File: src/rtl/pe_array_pkg.sv
// pe_array_pkg: shared state encoding, slot type and latency default for the PE array sequencer.
package pe_array_pkg;
    localparam int SLOT_W     = 4;
    localparam int PE_LAT_DEF = 2;
    typedef logic [SLOT_W-1:0] slot_t;
    typedef enum logic [2:0] {IDLE, MAC, DRAIN, ROUND, WAIT, OUT, DONE} seq_state_e;
endpackage

File: src/rtl/pe_seq_addr_gen.sv
// pe_seq_addr_gen: operand read address, step/slot counters and last-read flag for one tile.
module pe_seq_addr_gen #(
    parameter int AW     = 10,
    parameter int KW     = 8,
    parameter int SLOT_W = 4
) (
    input  logic              clk,
    input  logic              rst,
    input  logic              load_i,
    input  logic              step_i,
    input  logic [KW-1:0]     cfg_k_i,
    input  logic [AW-1:0]     cfg_base_i,
    input  logic [SLOT_W-1:0] slots_i,
    output logic [AW-1:0]     addr_o,
    output logic [SLOT_W-1:0] slot_o,
    output logic              last_o
);
    logic [AW-1:0]     addr_q, addr_d;
    logic [KW-1:0]     k_q, k_d, klim_q, klim_d;
    logic [SLOT_W-1:0] s_q, s_d;
    logic              k_end;

    assign k_end  = k_q == klim_q - KW'(1);
    assign last_o = k_end && s_q == slots_i;
    assign addr_o = addr_q;
    assign slot_o = s_q;

    always_comb begin
        addr_d = addr_q;
        k_d    = k_q;
        s_d    = s_q;
        klim_d = klim_q;
        if (load_i) begin
            addr_d = cfg_base_i;
            k_d    = '0;
            s_d    = '0;
            klim_d = cfg_k_i;
        end else if (step_i) begin
            addr_d = addr_q + AW'(1);
            k_d    = k_end ? '0 : k_q + KW'(1);
            s_d    = k_end ? s_q + SLOT_W'(1) : s_q;
        end
    end

    always_ff @(posedge clk) begin
        if (rst) begin
            addr_q <= '0;
            k_q    <= '0;
            s_q    <= '0;
            klim_q <= '0;
        end else begin
            addr_q <= addr_d;
            k_q    <= k_d;
            s_q    <= s_d;
            klim_q <= klim_d;
        end
    end
endmodule

File: src/rtl/pe_array_seq_ctrl.sv
// pe_array_seq_ctrl: streams operand rows into the 2x16 PE array, drains, rounds each slot and hands results downstream.
// Optional perf counters (perf_cycles, perf_stall) are built when PE_ARRAY_SEQ_PERF_CNT_EN is defined.
module pe_array_seq_ctrl #(
    parameter int AW     = 10,
    parameter int KW     = 8,
    parameter int SLOT_W = pe_array_pkg::SLOT_W,
    parameter int PE_LAT = pe_array_pkg::PE_LAT_DEF
) (
    input  logic              clk,
    input  logic              rst,
    input  logic              start,
    input  logic [KW-1:0]     cfg_k,
    input  logic [SLOT_W-1:0] cfg_slots,
    input  logic [AW-1:0]     cfg_base,
    output logic              busy,
    output logic              done,
    output logic              buf_rd_en,
    output logic [AW-1:0]     buf_rd_addr,
    output logic              pe_mac_en,
    output logic [SLOT_W-1:0] pe_add_number,
    output logic              pe_rounder_en,
    output logic [SLOT_W-1:0] pe_rounder_number,
    output logic              out_valid,
    output logic [SLOT_W-1:0] out_slot,
    input  logic              out_ready
`ifdef PE_ARRAY_SEQ_PERF_CNT_EN
    ,
    output logic [31:0]       perf_cycles,
    output logic [31:0]       perf_stall
`endif
);
    import pe_array_pkg::*;

    localparam int CW = $clog2(PE_LAT + 1) + 1;

    seq_state_e        state_q, state_d;
    logic [CW-1:0]     cnt_q, cnt_d;
    logic [SLOT_W-1:0] r_q, r_d, slots_q, slots_d, rd_slot, add_q;
    logic              mac_q, accept, last_rd, last_r;

    assign accept = state_q == IDLE && start;
    assign last_r = r_q == slots_q;

    pe_seq_addr_gen #(.AW(AW), .KW(KW), .SLOT_W(SLOT_W)) u_addr_gen (
        .clk        (clk),
        .rst        (rst),
        .load_i     (accept),
        .step_i     (buf_rd_en),
        .cfg_k_i    (cfg_k),
        .cfg_base_i (cfg_base),
        .slots_i    (slots_q),
        .addr_o     (buf_rd_addr),
        .slot_o     (rd_slot),
        .last_o     (last_rd)
    );

    always_comb begin
        state_d = state_q;
        cnt_d   = cnt_q;
        r_d     = r_q;
        slots_d = slots_q;
        unique case (state_q)
            IDLE: if (start) begin
                slots_d = cfg_slots;
                r_d     = '0;
                state_d = cfg_k == '0 ? DONE : MAC;
            end
            MAC: if (last_rd) begin
                state_d = DRAIN;
                cnt_d   = '0;
            end
            // PE_LAT+1 cycles so the final MAC, issued one cycle after its read, has settled
            DRAIN: begin
                cnt_d = cnt_q + CW'(1);
                if (cnt_q == CW'(PE_LAT)) begin
                    state_d = ROUND;
                    r_d     = '0;
                end
            end
            ROUND: begin
                state_d = WAIT;
                cnt_d   = '0;
            end
            WAIT: begin
                cnt_d = cnt_q + CW'(1);
                if (cnt_q == CW'(PE_LAT - 1)) state_d = OUT;
            end
            OUT: if (out_ready) begin
                state_d = last_r ? DONE : ROUND;
                r_d     = last_r ? r_q : r_q + SLOT_W'(1);
            end
            DONE: state_d = IDLE;
            default: state_d = IDLE;
        endcase
    end

    always_ff @(posedge clk) begin
        if (rst) begin
            state_q <= IDLE;
            cnt_q   <= '0;
            r_q     <= '0;
            slots_q <= '0;
            mac_q   <= 1'b0;
            add_q   <= '0;
        end else begin
            state_q <= state_d;
            cnt_q   <= cnt_d;
            r_q     <= r_d;
            slots_q <= slots_d;
            mac_q   <= buf_rd_en;
            add_q   <= rd_slot;
        end
    end

    assign busy              = state_q != IDLE;
    assign done              = state_q == DONE;
    assign buf_rd_en         = state_q == MAC;
    assign pe_mac_en         = mac_q;
    assign pe_add_number     = add_q;
    assign pe_rounder_en     = state_q == ROUND;
    assign pe_rounder_number = pe_rounder_en ? r_q : '0;
    assign out_valid         = state_q == OUT;
    assign out_slot          = out_valid ? r_q : '0;

`ifdef PE_ARRAY_SEQ_PERF_CNT_EN
    logic [31:0] pcyc_q, pstall_q;

    always_ff @(posedge clk) begin
        if (rst || accept) begin
            pcyc_q   <= '0;
            pstall_q <= '0;
        end else begin
            if (busy && ~&pcyc_q) pcyc_q <= pcyc_q + 32'd1;
            if (out_valid && !out_ready && ~&pstall_q) pstall_q <= pstall_q + 32'd1;
        end
    end

    assign perf_cycles = pcyc_q;
    assign perf_stall  = pstall_q;
`endif
endmodule

File: config.mk
export PLATFORM = sky130hd
export DESIGN_NAME = pe_array_seq_ctrl
export DESIGN_NICKNAME = d
export VERILOG_FILES = /design/src/rtl/pe_array_pkg.sv /design/src/rtl/pe_seq_addr_gen.sv /design/src/rtl/pe_array_seq_ctrl.sv
export SDC_FILE = /design/constraint.sdc
export NUM_CORES = 1
export LEC_CHECK = 0
export ABC_CLOCK_PERIOD_IN_PS = 7600
export BUFFER_PORTS_ARGS = -buffer_cell sky130_fd_sc_hd__buf_2
export CAP_MARGIN = 20
export CELL_PAD_IN_SITES_DETAIL_PLACEMENT = 0
export CELL_PAD_IN_SITES_GLOBAL_PLACEMENT = 1
export CORE_ASPECT_RATIO = 0.5
export CORE_MARGIN = 5
export CORE_UTILIZATION = 30
export DETAILED_ROUTE_END_ITERATION = 6
export GPL_ROUTABILITY_DRIVEN = 1
export PLACE_DENSITY = 0.6
export SLEW_MARGIN = 20
export SYNTH_ARGS = -nofsm -noshare
export SYNTH_HDL_FRONTEND = slang
export SYNTH_SLANG_ARGS = --single-unit
File: constraint.sdc
create_clock -name clk -period 7.6 [get_ports clk]
set_input_delay 0.76 -clock clk [delete_from_list [all_inputs] [get_ports clk]]
set_output_delay 0.76 -clock clk [all_outputs]
set_load 0.01 [all_outputs]
# == Word-level counts from Yosys, hierarchy flattened ==
# Index checks and enable logic that the tools add are counted.
# word_totals
elab_cells,68
ff_bits,49
# op_classes
n_addsub,6
n_eq_ne,17
n_mux,20
n_reduce_logical,15
# ops
cell,count
3-bit two-way mux,8
4-bit two-way mux,6
10-bit two-way mux,2
3-bit one-hot mux with 6 select lines,1
4-bit one-hot mux with 3 select lines,1
10-bit by 1-bit adder with 10-bit output (second input constant),1
5-bit AND reduction,2
3-bit by 2-bit == test with 1-bit output (second input constant),3
3-bit == test (second input constant),3
3-bit one-hot mux with 3 select lines,1
3-bit nonzero test,3
4-bit by 1-bit adder with 4-bit output (second input constant),2
8-bit by 1-bit adder with 8-bit output (second input constant),1
4-bit == test,2
8-bit == test,1
8-bit zero test,1
8-bit two-way mux,1
2-bit inequality test (second input constant),4
8-bit by 1-bit subtractor with 8-bit output (second input constant),1
3-bit by 1-bit == test with 1-bit output (second input constant),2
2-bit AND reduction,3
2-bit by 1-bit inequality test with 1-bit output (second input constant),2
2-bit OR reduction,2
3-bit by 1-bit adder with 3-bit output (second input constant),1
3 further kinds,4

# == Depth between registers and ports, before layout ==
# Gate-level depths: netlist of run 1.
# depth
depth_word,5
depth_mapped,10

# == Modules after synthesis ==
# Synthesis of run 1 repeated with hierarchy kept, for this count alone.
# hier_totals
cells_unflattened,326
hier_area_um2,2817.7
# by_module_without_submodules
mod,n_inst,cells_each,seq_area_each_um2,area_per_inst_um2
pe_seq_addr_gen,1,201,600.6,1710.4
pe_array_seq_ctrl,1,125,380.4,1107.3

# == Least setup slack after synthesis of run 1 ==
# Ideal clock, no wire load.
# synth_timing
kind,register -> register
start,reg u_addr_gen.klim_q[2]
end,"reg u_addr_gen.s_q[3], in the netlist u_addr_gen.slot_o[3]"
stages_incl_launch_ff,8
slack_ps,4879
period_less_slack_ps,2721
arrival_ps,2651
path_buffers,1
required_ps,7530
cell_sequence,dfxtp_1 -> or4_1 -> or3_1 -> a2111oi_2 -> or4b_1 -> buf_2 -> or3_1 -> a21oi_1
# synth_via
elab_chain_cells,3
# synth_rtl
element,line,source
"start, declared",pe_seq_addr_gen.sv:19,"logic [KW-1:0] k_q, k_d, klim_q, klim_d;"
"start signal, assigned",pe_seq_addr_gen.sv:55,klim_q <= klim_d;
8-bit by 1-bit subtractor with 8-bit output,pe_seq_addr_gen.sv:23,assign k_end = k_q == klim_q - KW'(1);
8-bit == test,pe_seq_addr_gen.sv:23,
2-bit AND reduction (no source line),n/a,
"end signal, assigned",pe_seq_addr_gen.sv:49,s_q <= '0;
"end signal, assigned",pe_seq_addr_gen.sv:54,s_q <= s_d;
"end, declared",pe_seq_addr_gen.sv:20,"logic [SLOT_W-1:0] s_q, s_d;"
# No other way between the ends.
# A chain may end at the register's enable or synchronous reset.

# == Final worst setup path of run 1 ==
# Ends and elaborated chain as after synthesis.

==> results of run 1 <==
[synthesized netlist by cell type, types with 2 or more instances]
| cell | number |
|---|---|
| a2111oi_0 | 4 |
| a211oi_1 | 4 |
| a21oi_1 | 31 |
| a22oi_1 | 2 |
| a311oi_1 | 2 |
| a31oi_1 | 6 |
| and2_1 | 13 |
| and3_1 | 4 |
| clkbuf_1 | 14 |
| dfxtp_1 | 49 |
| ha_1 | 8 |
| inv_1 | 10 |
| inv_2 | 3 |
| mux2i_1 | 2 |
| nand2_1 | 38 |
| nand2b_1 | 3 |
| nand3_1 | 7 |
| nand4_1 | 7 |
| nor2_1 | 34 |
| nor2b_1 | 5 |
| nor3_1 | 7 |
| nor4_1 | 5 |
| o21a_1 | 2 |
| o21ai_0 | 6 |
| o21ai_1 | 7 |
| o22ai_1 | 2 |
| or3_1 | 7 |
| xnor2_1 | 18 |
| xor2_1 | 16 |
[where the power goes]
part	internal [mW]	switching (mW)	total, mW
Clock	0.121	0.0999	0.221
Sequential	0.314	0.0915	0.406
Combinational	0.191	0.288	0.479
Total	0.627	0.479	1.11
[kinds of logic (layout without fill, tap and decap cells)]
group / count (synthesis) / in the layout / synth area share
adder cells (fa/ha/maj): 8 / 8 / 0.0378
AND/OR/NAND/NOR: 139 / 139 / 0.263
XOR/XNOR: 34 / 34 / 0.113
AO/OA/AOI/OAI: 72 / 72 / 0.167
multiplexers: 2 / 2 / 0.00757
flip-flops: 49 / 49 / 0.371
buffers and inverters: 29 / 75 / 0.0416
[final timing paths]
check | startpoint | endpoint | slack, ns
worst max-delay path | u_addr_gen.klim_q[2] | u_addr_gen.slot_o[3] | 4.67
worst min-delay path | u_addr_gen.klim_q[7] | u_addr_gen.klim_q[7] | 0.48
worst max register to register | u_addr_gen.klim_q[2] | u_addr_gen.slot_o[3] | 4.67
worst min register to register | u_addr_gen.klim_q[7] | u_addr_gen.klim_q[7] | 0.48
[metrics by stage]
stage	cells	hold WS, ns	setup slack (ns)	cell area (sq um)	power (mW)
6_report	496	0.481	4.67	3150	1.11
5_1_grt	496	0.514	4.52	3150	1.19
4_1_cts	496	0.483	4.66	3150	1.12
3_5_place_dp	488	0.474	4.67	3000	0.893
3_3_place_gp	488	0.477	4.75	3000	0.886
2_1_floorplan	333	0.450	4.88	2650	0.748
[sequential cells by signal, summed over array words and instances, names as in the netlist]
| name | flops |
|---|---|
| u_addr_gen.k_q | 8 |
| state_q | 3 |
| cnt_q | 3 |
| pe_mac_en | 1 |
| u_addr_gen.klim_q | 8 |
| r_q | 4 |
| pe_add_number | 4 |
| slots_q | 4 |
| u_addr_gen.slot_o | 4 |
| u_addr_gen.addr_o | 10 |
[per-layer routing]
metal / wire, microns / part of all wire
met5: 0 / 0
met1: 3510 / 0.49
met4: 84 / 0.012
met3: 253 / 0.036
met2: 3250 / 0.46
[worst max-delay path, delay by kind of cell (launching register included)]
kind / cells / cell delay [ns]
DFF: 1 / 0.36
AOI/OAI and AO/OA: 2 / 0.52
and+or+nand+nor: 4 / 1.97
[cell type report]
| cell class | count | area, sq um |
|---|---|---|
| Clock buffer | 5 | 125 |
| Clock inverter | 3 | 17.5 |
| Fill cell | 899 | 5500 |
| Inverter | 13 | 48.8 |
| Multi-Input combinational cell | 255 | 1550 |
| Sequential cell | 49 | 981 |
| Tap cell | 117 | 146 |
| Timing Repair Buffer | 54 | 273 |
==> results.cfg, run 1 <==
[clock_tree]
cts_buffers = 5
cts-resized-gates = 0
cts-root-buf = clkbuf_16
clk_pin_slew_ns = 0.07
clkLatencyLatePin_ns = 0.29
cts_sinks = 49
postCtsHoldBufs = 0
cts-htree-levels = 2
cts_setup_buffers = 0
cts_tree = built
clock_path_buffers = 2

[setup_path]
path_max_fanout = 7
crit_path_start_kind = flop
path_class = reg2reg
critPathCaptureType = flop
path_common_cell = or3_1
cp_slowest_stage_delay_ns = 0.61
slowest_stage = or4b_1
arrival_ns = 3.15
cp_cell_sequence = or4_1 -> or3_1 -> a2111oi_2 -> or4b_1 -> or3_1 -> a21oi_1
required_ns = 7.82
rr_worst_depth = 6

[grt]
grt_pass1_vias = 2289
gr-usage-met2 = 0.197
overflow = 0
gr-usage-all-layers = 0.131
grtUsageMet3 = 0.0313
grt-busiest-layer = met2
grt_pass1_wl_microns = 11600
grt_max_degree = 38
antenna_found_initial = 0
gr-usage-met1 = 0.185

[run]
maxCapViolCount = 0

[final_layout]
final_util = 0.364
layout-drive-gt1-share = 0.182
antenna-diode-count = 0
final_cell_mix = buf_2, dfxtp_1, nand2_1
final_nets = 412
area_growth_pct = 18.9
final_common_cell = buf_2

[sta]
relSlewSlack = 0.308
fmax_mhz = 341
slew_violations = 0
hold_violations = 0
worstMarginPinSlew_ns = 1.01
finalCritPeriodShare = 0.385
min_period_ns = 2.93
setup_violations = 0
rsz0062_at_grt = false
fin_skew_ns = 0.00796
tns_ns = 0

[synthesis]
synth_edf_count = 0
synthFlopType = dfxtp_1
syn_nets = 367
yosys.area.top_type_share = 0.371
yosys-top-cells-area = dfxtp_1, xnor2_1, a21oi_1
syn_area_sq_um = 2650
synthArstFlopShare = 0
synth_seq_cells = 49
yosysWarnings = 0
syn_inst = 333
avgSynthCellArea_sq_um = 7.94
post_synth_num_cell_types = 46
synth_top_cell_by_area = dfxtp_1
ys_seq_area_frac = 0.371

[route]
drc = 0
ant_nets = 0
wl_per_cell_microns = 14.3
wl_microns = 7100
dr.first_iter.drc_count = 169
via_per_inst = 4.89
vias = 2426
drtPass1Iterations = 4

[floorplanning]
core_sq_um = 8650
start_util = 0.306
dieArea_sq_um = 10900
io-pin-count = 54
placementRows = 24
dieWidth_microns = 143
die_h_microns = 76.4

[placement]
place_hpwl_microns = 5260
portBuffers = 53
gp_congestion = 0.755

[hold_path]
hp-class = reg2reg
holdPathStages = 2

[power_and_ir_drop]
leakagePower_nw = 1.29
powerDensity_nw_per_um2 = 352
peakVddDrop_uv = 99.9

[status]
status = completed
No activity file was read; power rests on OpenSTA's default activity.
==> inputs of run 2 (changes only) <==
Settings changed: ABC_CLOCK_PERIOD_IN_PS 7600 to 3000.
Clock period 7.6 ns to 3 ns, I/O delays scaled along.
==> results.cfg, run 2 (same netlist as run 1, synthesis figures left out) <==
[status]
status = completed

[final_layout]
area_growth_pct = 22.6
layout-drive-gt1-share = 0.210
final_nets = 424
final_cell_mix = buf_2, dfxtp_1, nand2_1
largest_reg_flops = 10
final_common_cell = buf_2
fillCellCount = 909
antenna-diode-count = 0
final_util = 0.375
final_area_sq_um = 3240

[floorplanning]
start_util = 0.306
dieWidth_microns = 143
placementRows = 24
core_sq_um = 8650
dieArea_sq_um = 10900
die_h_microns = 76.4
io-pin-count = 54

[route]
ant_nets = 0
via_per_inst = 4.81
wl_per_cell_microns = 13.6
vias = 2443
dr.first_iter.drc_count = 104
drc = 0
wl_microns = 6920
drtPass1Iterations = 4

[grt]
antenna_found_initial = 0
grt_pass1_wl_microns = 11500
overflow = 0
gr-usage-all-layers = 0.129
grt_max_degree = 24
grt_pass1_vias = 2284

[setup_path]
crit_path_start_kind = flop
cp_slowest_stage_delay_ns = 0.59
cp_cell_sequence = or4_1 -> or3_1 -> a2111oi_2 -> or4b_4 -> or3_1 -> a21oi_1
path_class = reg2reg
arrival_ns = 3.08
slowest_stage = or4_1
path_common_cell = or3_1
path_max_fanout = 6
required_ns = 3.23
rr_worst_depth = 6
critPathCaptureType = flop

[clock_tree]
cts_buffers = 5
cts_sinks = 49
cts-root-buf = clkbuf_16
cts-htree-levels = 2
clk_pin_slew_ns = 0.07
clkLatencyLatePin_ns = 0.30
cts_tree = built
clock_path_buffers = 2

[run]
maxCapViolCount = 0

[placement]
place_hpwl_microns = 5320
placed_cell_area_sq_um = 3090
gp_congestion = 0.767
portBuffers = 53
pre_cts_ws_ns = 0.152

[sta]
hold_violations = 0
min_period_ns = 2.86
slew_violations = 0
relSlewSlack = 0.414
worstMarginPinSlew_ns = 0.857
final.setup.worst_slack_ns = 0.142
setup_violations = 0
fin_skew_ns = 0.00864
tns_ns = 0
fmax_mhz = 350
rsz0062_at_grt = false
finalCritPeriodShare = 0.953

[power_and_ir_drop]
leakagePower_nw = 1.35
p_total_mw = 2.89
powerDensity_nw_per_um2 = 891
peakVddDrop_uv = 314

[hold_path]
hp-class = in2reg
holdPathStages = 3
==> run 2: cell count changes in the layout (fill, tap and decap cells not counted) <==
cell      previous run  this run
buf_4                1        13
clkinv_2             2         1
inv_6                0         1
or4b_1               1         0
or4b_4               0         1
==> run 2: area by class of cell <==
cell class,instances,area (sq um),share of cell area
multi-input combinational,255,1560,0.480
sequential,49,981,0.302
timing repair buffer,66,363,0.112
tap,117,146,0.0451
clock buffer,5,125,0.0386
inverter,13,48.8,0.0150
clock inverter,3,21.3,0.00656
==> run 2: layer usage <==
metal / track usage / vias to the layer above / wire length, microns
li1: - / 1273 / -
met1: 0.178 / 1134 / 3530
met2: 0.197 / 29 / 3060
met3: 0.0326 / 7 / 242
met4: 0.0370 / 0 / 87
met5: 0 / - / 0
==> run 2: where the power goes <==
| group | total, mW | leakage (nW) | internal [mW] | switching [mW] |
|---|---|---|---|---|
| Clock | 0.577 | 0.0702 | 0.311 | 0.266 |
| Combinational | 1.32 | 0.880 | 0.557 | 0.767 |
| Sequential | 0.990 | 0.400 | 0.796 | 0.194 |
==> run 2: per-stage QoR <==
step | hold WS [ns] | instances
finish | 0.239 | 508
detailed placement | 0.474 | 500
CTS | 0.234 | 508
global placement | 0.480 | 500
floorplan | 0.436 | 333
global route | 0.248 | 508
==> run 2: worst paths after layout <==
path                              from                    to  slack (ns)
hold reg to reg   u_addr_gen.klim_q[7]  u_addr_gen.klim_q[7]        0.47
setup / recovery  u_addr_gen.klim_q[2]  u_addr_gen.slot_o[2]        0.14
hold / removal             cfg_base[0]  u_addr_gen.addr_o[0]        0.24
setup reg to reg  u_addr_gen.klim_q[2]  u_addr_gen.slot_o[2]        0.14
==> run 2: repair_timing <==
| item | CTS | global route |
|---|---|---|
| hold buffers | 0 | 0 |
| resized for setup | 0 | 1 |
| hold endpoints to repair | 0 | 0 |
| buffers inserted | 0 | 0 |
| setup endpoints to repair | 0 | 2 |
==> run 2: worst max-delay path, delay by kind of cell, from the launching register on <==
kind | cells | cell delay [ns]
and+or+nand+nor | 4 | 1.88
AOI/OAI and AO/OA | 2 | 0.55
DFF | 1 | 0.36
